==> config.mk <==
export PLATFORM = sky130hd
export DESIGN_NAME = sram_arbiter
export DESIGN_NICKNAME = d
export VERILOG_FILES = /design/src/rtl/sram_arbiter.sv
export SDC_FILE = /design/constraint.sdc
export NUM_CORES = 1
export LEC_CHECK = 0
export BUFFER_PORTS_ARGS = -buffer_cell sky130_fd_sc_hd__clkbuf_2
export CAP_MARGIN = 20
export CORE_AREA = 5 5 112 114
export CTS_CLUSTER_DIAMETER = 80
export DETAILED_ROUTE_END_ITERATION = 10
export DIE_AREA = 0 0 117 119
export PLACE_DENSITY = 0.76
export SLEW_MARGIN = 20
export SYNTH_ARGS = -nofsm -noshare
export SYNTH_HDL_FRONTEND = slang
export SYNTH_SLANG_ARGS = --single-unit
==> constraint.sdc <==
create_clock -name clk -period 1.51 [get_ports clk]
set_input_delay 0.151 -clock clk [delete_from_list [all_inputs] [get_ports clk]]
set_output_delay 0.151 -clock clk [all_outputs]
set_load 0.05 [all_outputs]
==> src/rtl/sram_arbiter.sv <==
// Two-port arbiter in front of a single-port synchronous SRAM.
// Supports fixed-priority or round-robin grant, and a read latency set by RD_LAT.
module sram_arbiter #(
    parameter int RD_LAT = 1
) (
    input  logic        clk,
    input  logic        rst,
    input  logic        cfg_fixed_prio,
    input  logic        a_req,
    input  logic        a_we_n,
    input  logic [4:0]  a_addr,
    input  logic [31:0] a_wdata,
    output logic        a_ack,
    output logic [31:0] a_rdata,
    input  logic        b_req,
    input  logic        b_we_n,
    input  logic [4:0]  b_addr,
    input  logic [31:0] b_wdata,
    output logic        b_ack,
    output logic [31:0] b_rdata,
    output logic        csb_n,
    output logic        we_n,
    output logic [4:0]  addr,
    output logic [31:0] sram_data_in,
    input  logic [31:0] sram_data_out,
    output logic        busy
);

    typedef enum logic [1:0] {IDLE, ACCESS, WAIT, RESP} state_t;

    localparam logic [1:0] CNT_INIT = 2'(RD_LAT - 1);

    state_t      state, state_nxt;
    logic        last_b;
    logic        grant_a;
    logic        pick_a;
    logic        any_req;
    logic        lat_we_n;
    logic [4:0]  lat_addr;
    logic [31:0] lat_wdata;
    logic [1:0]  cnt;

    assign any_req = a_req || b_req;
    // On contention, A wins under fixed priority or when B was granted last.
    assign pick_a  = (a_req && b_req) ? (cfg_fixed_prio || last_b) : a_req;

    always_ff @(posedge clk) begin
        if (rst) state <= IDLE;
        else     state <= state_nxt;
    end

    always_comb begin
        state_nxt = state;
        case (state)
            IDLE:    if (any_req) state_nxt = ACCESS;
            ACCESS:  state_nxt = lat_we_n ? WAIT : IDLE;
            WAIT:    if (cnt == 2'd0) state_nxt = RESP;
            RESP:    state_nxt = IDLE;
            default: state_nxt = IDLE;
        endcase
    end

    always_ff @(posedge clk) begin
        if (rst) begin
            last_b    <= 1'b1;
            grant_a   <= 1'b0;
            lat_we_n  <= 1'b1;
            lat_addr  <= '0;
            lat_wdata <= '0;
            cnt       <= '0;
            a_rdata   <= '0;
            b_rdata   <= '0;
        end else begin
            if (state == IDLE && any_req) begin
                grant_a   <= pick_a;
                last_b    <= !pick_a;
                lat_we_n  <= pick_a ? a_we_n  : b_we_n;
                lat_addr  <= pick_a ? a_addr  : b_addr;
                lat_wdata <= pick_a ? a_wdata : b_wdata;
            end
            if (state == ACCESS) cnt <= CNT_INIT;
            if (state == WAIT) begin
                if (cnt == 2'd0) begin
                    if (grant_a) a_rdata <= sram_data_out;
                    else         b_rdata <= sram_data_out;
                end else begin
                    cnt <= cnt - 2'd1;
                end
            end
        end
    end

    always_comb begin
        csb_n        = 1'b1;
        we_n         = 1'b1;
        addr         = '0;
        sram_data_in = '0;
        a_ack        = 1'b0;
        b_ack        = 1'b0;
        busy         = (state != IDLE);
        case (state)
            ACCESS: begin
                csb_n        = 1'b0;
                we_n         = lat_we_n;
                addr         = lat_addr;
                sram_data_in = lat_we_n ? 32'd0 : lat_wdata;
                a_ack        = grant_a && !lat_we_n;
                b_ack        = !grant_a && !lat_we_n;
            end
            RESP: begin
                a_ack = grant_a;
                b_ack = !grant_a;
            end
            default: ;
        endcase
    end

endmodule

=== After elaboration in Yosys (flattened, before gate mapping) ===
Index checks and enable logic that the tools add are counted.

* Muxes and demuxes: 18
* Bitwise logic cells: 1
* Add/sub/neg operators: 1
* Equality and inequality tests: 5
* Reduce and logical (&&, ||, !) cells: 15

{| class="wikitable"
|+ Operator list
! operator !! count
|-
| $mux W32 || 3
|-
| $mux W2 || 6
|-
| $mux W5 || 2
|-
| $pmux W2 S4 || 1
|-
| $reduce_and A3 Y1 || 2
|-
| $eq A2 B2 Y1 const B || 2
|-
| $logic_and A1 B1 Y1 || 4
|-
| $logic_not A2 Y1 || 2
|-
| $mux W1 || 4
|-
| $pmux W1 S2 || 2
|-
| $logic_not A1 Y1 || 3
|-
| $eq A2 B1 Y1 const B || 1
|-
| $logic_or A1 B1 Y1 || 2
|-
| $ne A2 B1 Y1 const B || 1
|-
| $ne A2 B2 Y1 const B || 1
|-
| $reduce_and A2 Y1 || 1
|-
| $reduce_bool A2 Y1 || 1
|-
| $sub A2 B1 Y2 const B || 1
|-
| $not A1 Y1 || 1
|}

* Word-level logic and storage cells: 49
* Output and inout bits: 106
* Bits in registers: 108

=== Depth between registers and ports, before layout ===
Gate-level depths: netlist (run 1).

* Depth in word-level cells: 4
* Gate-level depth with buffers: 6
* Gate-level depth less buffers: 4

=== Worst setup path before layout (run 1) ===
No wires, ideal clock.

* Path type: register -> output
* From: register with a tool-made name
* To: output port sram_data_in[22]
* Path slack: -0.477 ns
* Arrival time: 1.836 ns
* Buffers on the path: 2
* Required time: 1.359 ns
* Cell stages (with the launch flop): 7
* Path through: dfxtp_1 > buf_2 > and2b_1 > inv_1 > nor2_1 > clkbuf_1 > and2_1

{| class="wikitable"
|+ RTL lines
! item !! line !! text
|-
| end, declared || 24 || <nowiki>output logic [31:0] sram_data_in,</nowiki>
|}

==> results.md, run 1 <==
* Port Buf Inserts at 218
* Mux cell area share after synthesis at 0%
* Post-synth top area cell: dfxtp_1
* Worst-Margin Slew at between 0.4 and 0.5 ns
* Most frequent cells in the layout: 175 x clkbuf_2, 105 x dfxtp_1, 75 x nand4_1
* P&R area growth vs syn at 88.3%
* Vias at approximately 6300
* Commonest non-fill, non-tap cell in the layout: clkbuf_2
* Main combinational cell family by area after synthesis: simple AND/OR/NAND/NOR gates
* I/O pins at between 200 and 250
* FFs w/ async S/R, synth at 0%
* Total CTS buffers at 9
* Filler instances at approximately 620
* Finish-stage setup viols at 147
* VDD IR max at roughly 0.74 mV
* Worst Setup Path Type: reg2out
* Total Wirelength at between 20000 and 25000 µm
* RePlAce Congestion at approximately 0.85
* Period utilization at 125%
* Int Pwr at a little under 6000 µW
* Max Clk Rate at 531 MHz
* P_leak at between 0.003 and 0.004 µW
* Post-CTS Hold Fix Bufs at 0
* CTS Buffer Depth at 2
* Largest net degree at the start of global routing at 65
* Gate power share at approximately 40%
* Routed len/inst at 23.9 µm
* Starting Density at roughly 43%
* Synth Area in Compound Gates at approximately a quarter
* XOR/XNOR Fraction of Synth Area at 0%
* Initial antenna violation count at 0
* Routed Antenna Nets at 0
* Overall Power at roughly 9300 µW
* Max-Cap Viols at 0
* First-pass GRT wire length at between 30000 and 40000 µm
* Mapped Avg Cell Area at around 8 µm²
* Synth Area in Adders at 0%
* R2R depth at 8
* Worst skew pair latency at approximately 0.35 ns
* Relative slew slack at approximately two thirds
* GRT Total Usage at between 20 and 30%
* Min-delay worst type: in2reg
* Outcome: complete, but fails checks
* Seq/Total Area, Yosys at between 40 and 50%
* Clock Power Share at a little over a quarter
* Rows at 39
* Die area at roughly 0.014 mm²
* Synthesis warning total at 0
* Clk_skew at between 0.009 and 0.01 ns
* Top-area cell type share of the netlist area at 44.8%
* Clock transition at path regs at 0.08 ns
* Distinct cells, synth at 25
* Nets at about 950
* Seq pwr share at a little over a third
* CP max FO at 16
* Die X at around 120 µm
* DRC at 0
* Clock period minus worst slack at approximately 1.9 ns
* Switching Fraction at approximately 37%
* Max H-tree Level at 3
* Switch Pwr at approximately 3500 µW
* Fin Setup TNS at -36.04 ns
* Mapped Area at 0.00482 mm²
* Grt total ovfl at 0
* Worst hold path depth at 3
* TritonCTS clock tree: yes
* Die height at 119 µm
* Number of global-route vias before repair at roughly 6000
* DRT Pass-1 Iters at 8
* Post-DR vias/cell at about 6.4
* Primary FF master, synth: dfxtp_1
* Post-synth EDFFs at 0
* Syn nets at between 700 and 800
* RSZ-0062 raised after global routing: true
* Layout cells sized above 1 at between 60% and 70%
* Failing checks: setup timing
* Simple-gate share of the synthesized area at approximately a quarter
* Synth top area cells: dfxtp_1 45%, nand4_1 9.7%, a21oi_1 7.1%
* Data required time of the critical path at between 1 and 1.5 ns
* Element type at the critical path end: output pin
* Clock Tree Root: clkbuf_16
* PnR worst setup slack at -0.373 ns
* Flops & latches, synth at roughly 110
* DRT iter0 DRCs at roughly 610
* Diodes inserted at 0
* Crit path DAT at between 1.5 and 2 ns
* Detail Placement HPWL at 11200 µm
* Core Area at 0.0113 mm²
* Power per cell area at slightly above 1000 mW/mm²
* Cell count after synthesis at 600
* Total clock sinks at 108
* Max Slew Vio Count at 0
* Final hold vios at 0
* Startpoint types: flop
cells in the mapped netlist, types with 2 or more instances:
master,number
buf_6,7
a21oi_1,68
nand4_1,75
clkbuf_1,51
a31oi_1,37
dfxtp_1,108
o21ai_1,50
o21ai_0,56
buf_2,17
inv_1,6
nand3_1,68
nor2_1,2
and2_1,37
nand3b_1,2
buf_1,3
and3_1,2
nand2b_1,3
cells by family after synthesis:
group	count (synthesis)
flip-flops	108
AO/OA/AOI/OAI	214
AND/OR/NAND/NOR	194
buffers and inverters	84
path summary, 6_finish.rpt:
check                      startpoint                  endpoint  slack [ns]
max                              flop          sram_data_in[29]       -0.37
min                 sram_data_out[26]  a_rdata[26]$_SDFFE_PP0P_        0.06
max reg2reg                      flop  a_rdata[29]$_SDFFE_PP0P_       -0.35
min reg2reg  a_rdata[18]$_SDFFE_PP0P_  a_rdata[18]$_SDFFE_PP0P_        0.47
registers in the layout (all words and copies together), names as in the netlist, named ones only:
| name | count |
|---|---|
| a_rdata | 32 |
| b_rdata | 32 |
| lat_wdata | 32 |
| lat_addr | 5 |
| cnt | 2 |
| grant_a | 1 |
| last_b | 1 |
| lat_we_n | 1 |
| state | 1 |
repair_timing:
action,4_1_cts,5_1_grt
setup endpoints to repair,106,147
pin swaps,64,75
setup buffers,19,18
resized for setup,217,163
gates cloned,16,15
endpoints found under the hold margin,0,0
metrics by stage:
step | utilization (%) | worst slack [ns] | hold WS (ns) | instance area, µm² | std cells
after global placement | 57.0 | -0.0776 | 0.402 | 6450 | 908
after CTS | 71.8 | -0.369 | 0.0447 | 8120 | 959
after global routing | 80.2 | -0.457 | 0.0542 | 9080 | 982
after floorplan | - | -0.218 | 0.299 | 4950 | 600
after detailed placement | 57.0 | -0.140 | 0.411 | 6450 | 908
final | 80.2 | -0.373 | 0.0586 | 9080 | 982
worst max-delay path, stage by stage, from the launching register on:
cell        delay [ns]
dfxtp_2           0.32
and2b_2           0.24
clkinvlp_4        0.11
nor2_4            0.15
buf_12            0.17
buf_4             0.12
and2_4            0.14
buf_12            0.13
metal layers:
| metal | GRT usage [%] | share of wire, % |
|---|---|---|
| met5 | 0 | 0 |
| met4 | 12.3 | 4.5 |
| met3 | 7.15 | 12 |
| met2 | 47.4 | 49 |
| met1 | 35.1 | 35 |
cell type report:
cell class                      instances  area [µm²]  share of cell area (%)
Clock inverter                          7        76.3                   0.841
Clock buffer                            9         225                    2.48
Sequential cell                       108        2170                    23.9
Inverter                                6        31.3                   0.345
Timing Repair Buffer                  301        3120                    34.4
Multi-Input combinational cell        408        3270                    36.0
Tap cell                              143         179                    1.97
power by group through the flow:
stage                     clock network, µW  logic (µW)  registers [µW]
final                                  2430        3640            3230
after CTS                              2430        2780            3180
after floorplan                           0        1090            3430
after detailed placement                  0        1940            3230
after global routing                   2550        3750            3240
after global placement                    0        1890            3220
Power figures use the tool's default switching activity.
==> inputs of run 2 (changes only) <==
--- a/config.mk
+++ b/config.mk
@@ -16,3 +16,4 @@
 export SYNTH_ARGS = -nofsm -noshare
 export SYNTH_HDL_FRONTEND = slang
 export SYNTH_SLANG_ARGS = --single-unit
+export TNS_END_PERCENT = 1
==> run 2 against run 1 <==
Effect of this change: the flow still finishes with violations (setup timing); critical endpoint is now sram_data_in[23]; via count down 9.5%; hold slack worse by 0.0058 ns; critical path depth is the same; wire length decreased by 27%; global-route usage decreased by 5.7 points; largest power group is now registers; clock-buffer cell count unchanged.
==> results.md, run 2 (synthesis results as in run 1) <==
* Detail Placement HPWL at 11800 µm (+5.4%)
* Most frequent cells in the layout: 175 x clkbuf_2, 105 x dfxtp_1, 75 x nand4_1
* DP Area at 0.00662 mm² (+2.7%)
* GRT Total Usage at 23.0% (-5.7 points)
* Overall Power at 7710 µW (-17%)
* Max Clk Rate at 525 MHz (-1.2%)
* P&R area growth vs syn at 51.7%
* Port Buf Inserts at 218 (unchanged)
* Relative slew slack at 65.4% (-2.2 points)
* Clk_skew at 0.00789 ns (-0.00191 ns)
* Fin Hold WS at 0.0528 ns (-0.00584 ns)
* Clock transition at path regs at 0.08 ns (about the same)
* RSZ-0062 raised after global routing: true
* Total Wirelength at 17100 µm (-27%)
* P_leak at 0.00293 µW (-16%)
* Post-DR vias/cell at 6.07 (-5.6%)
* CTS Buffer Depth at 2 (unchanged)
* DRT iter0 DRCs at 604 (-0.49%)
* Total CTS buffers at 9 (unchanged)
* Worst Setup Path Type: reg2out
* Clock Tree Root: clkbuf_16
* Max Slew Vio Count at 0 (unchanged)
* Die X at 117 µm (unchanged)
* Finish-stage setup viols at 39 (-73%)
* Routed Antenna Nets at 0 (unchanged)
* Power per cell area at 1050 mW/mm² (+3.0%)
* I/O pins at 219 (unchanged)
* Clock period minus worst slack at 1.91 ns (+0.0224 ns)
* Min-delay worst type: in2reg
* Number of global-route vias before repair at 5382 (-12%)
* Final hold vios at 0 (unchanged)
* Period utilization at 126% (+1.5 points)
* Worst-Margin Slew at 0.519 ns (+0.0330 ns)
* Largest net degree at the start of global routing at 54 (-17%)
* Element type at the critical path end: output pin
* Fin Setup TNS at -11.34 ns (+24.69 ns)
* Worst skew pair latency at 0.34 ns (about the same)
* Failing checks: setup timing
* Grt total ovfl at 0 (unchanged)
* Total clock sinks at 108 (unchanged)
* Vias at 5708 (-9.5%)
* Data required time of the critical path at 1.36 ns (about the same)
* RePlAce Congestion at 0.843 (-0.43%)
* Commonest non-fill, non-tap cell in the layout: clkbuf_2
* PnR worst setup slack at -0.396 ns (-0.0224 ns)
* Core Area at 0.0113 mm² (unchanged)
* Die area at 0.0139 mm² (unchanged)
* Fin cells at 941 (-4.2%)
* Startpoint types: flop
* VDD IR max at 0.540 mV (-27%)
* Diodes inserted at 0 (unchanged)
* Nets at 906 (-4.3%)
* Max H-tree Level at 3 (unchanged)
* Crit path DAT at 1.75 ns (+0.02 ns)
* First-pass GRT wire length at 26300 µm (-18%)
* Post-CTS Hold Fix Bufs at 0 (unchanged)
* Max-Cap Viols at 0 (unchanged)
* Cells after DPL at 924 (+1.8%)
* Routed len/inst at 18.2 µm (-24%)
* DRC at 0 (unchanged)
* Starting Density at 42.6% (unchanged)
* Top Registers: a_rdata x32, b_rdata x32, lat_wdata x32
* CP max FO at 12 (-4)
* TritonCTS clock tree: yes
* Rows at 39 (unchanged)
* Layout cells sized above 1 at 41.1% (-20 points)
* Initial antenna violation count at 0 (unchanged)
* Die height at 119 µm (unchanged)
* Final Instance Area at 0.00731 mm² (-19%)
* DRT Pass-1 Iters at 7 (-1)
* Outcome: complete, but fails checks
[run 2: cell types whose count changed in the layout (fill, tap and decap cells not counted), moves of 5 or more]
cell,change
a21oi_2,-41
nand3_2,-8
nand3_4,-5
o21ai_4,-35
o21ai_1,+43
o21ai_0,+44
o21ai_2,-52
buf_12,-7
a21oi_1,+42
buf_6,-14
buf_16,-8
nand3_1,+13
clkbuf_16,-15
[run 2: worst max-delay path, cell delays in order, from the launching register on]
cell and delay, ns:
dfxtp_2 0.34, and2b_2 0.24, clkinvlp_4 0.10, nor2_4 0.16, buf_12 0.16, buf_12 0.12
and2_4 0.15, buf_12 0.13
[run 2: metal layers]
metal	global-route usage, %	up-vias	part of all wire, %
li1	-	2619	-
met1	28.5	2678	38
met2	37.2	373	48
met3	7.05	38	12
met4	8.75	0	2.2
met5	0	-	0
[run 2: area by class of cell]
cell class	instances	area, µm²
clock buffers	9	225
clock inverters	7	75.1
fillers	903	4010
inverters	6	26.3
multi-input cells	408	2400
flip-flops and latches	108	2170
well taps	143	179
repair buffers	260	2240
[run 2: power breakdown]
group | internal [µW] | leakage, µW | switching, µW
combinational | 782 | 0.00191 | 1370
clock | 1300 | 0.000144 | 1080
sequential | 3050 | 0.000880 | 127
total | 5130 | 0.00293 | 2580
[run 2: timing repair]
| action | 4_1_cts | 5_1_grt |
|---|---|---|
| gates resized for setup | 58 | 29 |
| setup buffers | 0 | 0 |
| setup endpoints to repair | 42 | 98 |
| pin swaps | 1 | 3 |
| cloned | 0 | 1 |
[run 2: worst paths after layout]
kind	startpoint	to	slack [ns]	depth (start not counted)
worst max-delay path	flop	sram_data_in[23]	-0.40	7
worst min register to register	a_rdata[30]$_SDFFE_PP0P_	a_rdata[30]$_SDFFE_PP0P_	0.47	2
worst min-delay path	sram_data_out[6]	a_rdata[6]$_SDFFE_PP0P_	0.05	3
worst max register to register	cnt[1]$_SDFF_PP0_	b_rdata[4]$_SDFFE_PP0P_	0.02	4
[run 2: metrics by stage]
step	setup WS [ns]	utilization (%)
6_report	-0.396	64.6
3_5_place_dp	-0.0147	58.5
5_1_grt	-0.459	64.6
2_1_floorplan	-0.218	-
4_1_cts	-0.395	64.0
3_3_place_gp	0.000230	58.5
